--- src/rtl/cond_eval4.sv ---
// Condition-code evaluator on the ALU NZCV flags. It answers valid/ready queries
// through a one-entry response buffer and keeps a saturating count of taken queries.
module cond_eval4 #(
  parameter int unsigned TAG_W = 2,
  parameter int unsigned CNT_W = 8
) (
  input  logic             clk,
  input  logic             reset_n,
  input  logic             flag_we,
  input  logic             c,
  input  logic             n,
  input  logic             z,
  input  logic             v,
  input  logic             req_valid,
  output logic             req_ready,
  input  logic [3:0]       cond,
  input  logic [TAG_W-1:0] req_tag,
  output logic             resp_valid,
  input  logic             resp_ready,
  output logic             resp_taken,
  output logic [TAG_W-1:0] resp_tag,
  output logic [3:0]       flags_q,
  input  logic             clr_cnt,
  output logic [CNT_W-1:0] taken_cnt
);

  localparam logic [CNT_W-1:0] CNT_MAX = '1;

  typedef enum logic {EMPTY, FULL} state_t;

  state_t     state_q;
  state_t     state_d;
  logic [3:0] eff;
  logic       cond_true;
  logic       accept;

  // A flag write in the same cycle bypasses the register so the query sees it.
  assign eff    = flag_we ? {n, z, c, v} : flags_q;
  assign accept = req_valid & req_ready;

  // eff bit order: [3]=n [2]=z [1]=c [0]=v
  always_comb begin
    cond_true = 1'b0;
    case (cond)
      4'h0:    cond_true = eff[2];
      4'h1:    cond_true = ~eff[2];
      4'h2:    cond_true = eff[1];
      4'h3:    cond_true = ~eff[1];
      4'h4:    cond_true = eff[3];
      4'h5:    cond_true = ~eff[3];
      4'h6:    cond_true = eff[0];
      4'h7:    cond_true = ~eff[0];
      4'h8:    cond_true = eff[1] & ~eff[2];
      4'h9:    cond_true = ~eff[1] | eff[2];
      4'hA:    cond_true = (eff[3] == eff[0]);
      4'hB:    cond_true = (eff[3] != eff[0]);
      4'hC:    cond_true = ~eff[2] & (eff[3] == eff[0]);
      4'hD:    cond_true = eff[2] | (eff[3] != eff[0]);
      4'hE:    cond_true = 1'b1;
      default: cond_true = 1'b0;
    endcase
  end

  // State register
  always_ff @(posedge clk or negedge reset_n) begin
    if (!reset_n) begin
      state_q <= EMPTY;
    end else begin
      state_q <= state_d;
    end
  end

  // Next-state logic
  always_comb begin
    state_d = state_q;
    case (state_q)
      EMPTY:   if (accept) state_d = FULL;
      FULL:    if (resp_ready && !accept) state_d = EMPTY;
      default: state_d = EMPTY;
    endcase
  end

  // Handshake outputs; the buffer can refill in the cycle it drains.
  always_comb begin
    resp_valid = (state_q == FULL);
    req_ready  = ~resp_valid | resp_ready;
  end

  // Response payload only changes on accept, so a held response stays stable.
  always_ff @(posedge clk or negedge reset_n) begin
    if (!reset_n) begin
      resp_taken <= 1'b0;
      resp_tag   <= '0;
    end else if (accept) begin
      resp_taken <= cond_true;
      resp_tag   <= req_tag;
    end
  end

  always_ff @(posedge clk or negedge reset_n) begin
    if (!reset_n) begin
      flags_q <= 4'b0000;
    end else if (flag_we) begin
      flags_q <= {n, z, c, v};
    end
  end

  // Clear wins over a same-cycle increment.
  always_ff @(posedge clk or negedge reset_n) begin
    if (!reset_n) begin
      taken_cnt <= '0;
    end else if (clr_cnt) begin
      taken_cnt <= '0;
    end else if (accept && cond_true && (taken_cnt != CNT_MAX)) begin
      taken_cnt <= taken_cnt + CNT_W'(1);
    end
  end

endmodule

--- config.mk ---
export PLATFORM = sky130hd
export DESIGN_NAME = cond_eval4
export DESIGN_NICKNAME = d
export VERILOG_FILES = /design/src/rtl/cond_eval4.sv
export SDC_FILE = /design/constraint.sdc
export NUM_CORES = 1
export LEC_CHECK = 0
export CAP_MARGIN = 25
export CORE_MARGIN = 5
export CORE_UTILIZATION = 48
export DETAILED_ROUTE_END_ITERATION = 12
export HOLD_SLACK_MARGIN = 0.02
export PLACE_DENSITY = 0.94
export SLEW_MARGIN = 0
export SYNTH_ARGS = -nofsm -noshare
export SYNTH_HDL_FRONTEND = slang
export SYNTH_SLANG_ARGS = --single-unit
--- constraint.sdc ---
create_clock -name clk -period 3.9 [get_ports clk]
set_clock_uncertainty 0.05 [all_clocks]
set_input_delay 0.78 -clock clk [delete_from_list [all_inputs] [get_ports clk]]
set_output_delay 0.78 -clock clk [all_outputs]
set_load 0.02 [all_outputs]
==> metrics.yaml <==
status: "finished, final reports clean"
timing.fmax_ghz: 0.309
tns_ps: 0
worstPathMaxFanout: 12
clock_path_buffers: 2
synthXorXnorAreaFrac_pct: 3.50
row_count: 16
gr-usage-met3_pct: 5.34
drtAntennaViolNets: 0
htree_levels: 1
die_x_um: 55.7
power_density_mw_per_mm2: 305
die_area_mm2: 0.00310
total_leakage_power_nw: 0.544
grt_usage_pct: 15.2
rsz0062_at_grt: "false"
synth_compound_area_share_pct: 17.4
regToRegSetupSlack_ps: 1400
r2r_cells: 7
setup_viol: 0
crit-reg2reg-capture: "taken_cnt[7]"
finalNonFillerCells: 156
layout_min_cycle_time_ps: 3240
worstPathArrival_ps: 3360
stdcell_area_mm2: 0.00137
dpl.cell_count: 152
nets: 147
port-buffer-count: 32
power_frac_comb_pct: 28.6
cts_buffers: 3
vias_per_cell: 5.57
drt_first_iter_violations: 9
gp_congestion: 0.855
crit_path_start_kind: "primary input"
path_clk_slew_ps: 100
synth_seq_cells: 16
cts_hold_buf: 0
synthSimpleGateAreaFrac_pct: 20.0
cts_tree: "yes"
drive_gt1_share_pct: 12.4
synth_area_mm2: 0.00100
core_area_mm2: 0.00198
synthAdderAreaFrac_pct: 1.25
grt_overflow: 0
start_util_pct: 50.5
synth_edf_count: 0
clockPowerShare_pct: 26.3
switching_power_w: 0.000121
io_pins: 33
worst_pin_slew_ps: 704
wl_per_cell_um: 14.6
utilization_pct: 68.9
vias: 869
placed_area_mm2: 0.00133
cts-root-buf: "clkbuf_4"
grt_util_met1_pct: 17.3
hpwl_um: 1870
max_cap_viol_count: 0
synth_cell_type_count: 39
endpoint: "taken_cnt[1]"
grt_start_max_net_pins: 17
route.detailed.drc: 0
grt_use_met2_pct: 27.7
ir_drop_mv: 0.220
finalCritPeriodShare_pct: 83.1
p_seq_share_pct: 45.1
synth_top_family_by_area: "simple AND/OR/NAND/NOR gates"
critPathCaptureType: "flip-flop"
crit_required_ps: 4020
cp-startpoint: "flag_we"
synthCells: 96
grt_pass1_vias: 864
relSlewSlack_pct: 52.9
dr.pass1.iters: 4
clk_latency_ps: 280
avgSynthCellArea_um2: 10.4
finalMaxSlewViolations: 0
ys_seq_area_share_pct: 40.0
post_cts_resize_count: 0
internal-power_w: 0.000295
netSwitchingFraction_pct: 29.1
clock_sinks: 16
routed_wl_um: 2280
hold_viol: 0
r2r-start: "flags_q[0]"
hp-class: "flip-flop to flip-flop"
worstSetupPathType: "primary input to flip-flop"
grt_pass1_wl_um: 3880
syn_nets: 113
n_antenna_cell: 0
area_delta_synth_final_pct: 36.4
synthMuxAreaShare_pct: 13.8
ys.flop_type: "dfrtp_1"
async_flop_share_pct: 100
antenna_found_initial: 0
yosys_warnings: 0
busiest_layer: "met2"
dieHeight_um: 55.7
postCtsSetupRepairBufs: 0
[how the worst min path moves through the flow]
stage          cells past startpoint    endpoint  startpoint
2_1_floorplan                      0  flags_q[0]     reset_n
3_3_place_gp                       2  resp_taken  resp_taken
3_5_place_dp                       2  resp_taken  resp_taken
4_1_cts                            2  resp_taken  resp_taken
5_1_grt                            2  resp_taken  resp_taken
6_report                           2  resp_taken  resp_taken
[cell usage after synthesis (2+ instances only)]
master,instances,area share (%)
dfrtp_1,16,40
nand2_1,6,2.2
a21oi_1,5,2.5
mux2_2,5,5.6
nand2b_1,5,3.1
nand3_1,5,2.5
nor2_1,5,1.9
inv_1,4,1.5
or3_1,4,2.5
xor2_1,4,3.5
nor3_1,3,1.5
and3_1,2,1.2
buf_6,2,2.2
mux4_2,2,4.5
o21a_1,2,1.5
o21ai_0,2,1.0
o31ai_1,2,1.5
[stage by stage]
stage,worst slack (ps),hold WS (ps),total power [W]
2_1_floorplan,1230,434,0.000255
3_3_place_gp,455,417,0.000306
3_5_place_dp,338,428,0.000311
4_1_cts,638,450,0.000420
5_1_grt,471,496,0.000437
6_report,660,453,0.000416
[cells by family after synthesis]
kind of cell,after synthesis
AOI/OAI and AO/OA,21
xor gates and xnor gates,4
adders and majority gates,1
buffers and inverters,7
DFF,16
muxes,10
and+or+nand+nor,37
[state kept, by name (all words and copies together), names as in the netlist]
name and count:
resp_valid 1, flags_q 4, taken_cnt 8, resp_taken 1
resp_tag 2
[worst max-delay path, cell delays in order]
cell	delay, ps
clkdlybuf4s50_1	720
mux2_1	370
and4b_1	190
nor3_1	250
o311ai_2	190
o311ai_4	540
mux2i_1	260
nor2_1	50
[placed cells by master, fill, tap and decap left out, drive strengths merged, types with 2 or more instances in the layout]
cell	netlist	routed
nand2b	5	5
a21oi	5	5
o311ai	2	2
clkbuf	0	4
o21ai	3	3
mux2	7	7
nand2	6	6
nor2	5	5
o21a	2	2
clkdlybuf4s50	0	32
nand3	5	5
o31ai	2	2
dfrtp	16	16
mux4	2	2
inv	4	4
nor3	3	3
and3	2	2
xor2	4	4
or3	4	4
[power groups by stage]
stage / logic, W / registers (W) / clock network (W)
after floorplan: 0.0000517 / 0.000203 / 0
after global placement: 0.000116 / 0.000190 / 0
after detailed placement: 0.000121 / 0.000191 / 0
after CTS: 0.000121 / 0.000188 / 0.000111
after global routing: 0.000128 / 0.000189 / 0.000119
final: 0.000119 / 0.000188 / 0.000109
[per-layer routing]
layer  vias to the layer above  routed length, um
met1                       415                929
met5                         -                  0
li1                        425                  -
met2                        27               1170
met4                         0                  7
met3                         2                167
[area by class of cell]
type                            count  area (um2)
Fill cell                         146         617
Multi-Input combinational cell     73         559
Sequential cell                    16         400
Timing Repair Buffer               32         320
Clock buffer                        4        36.3
Tap cell                           27        33.8
Inverter                            4        15.0
(Power assumes the default switching activity.)
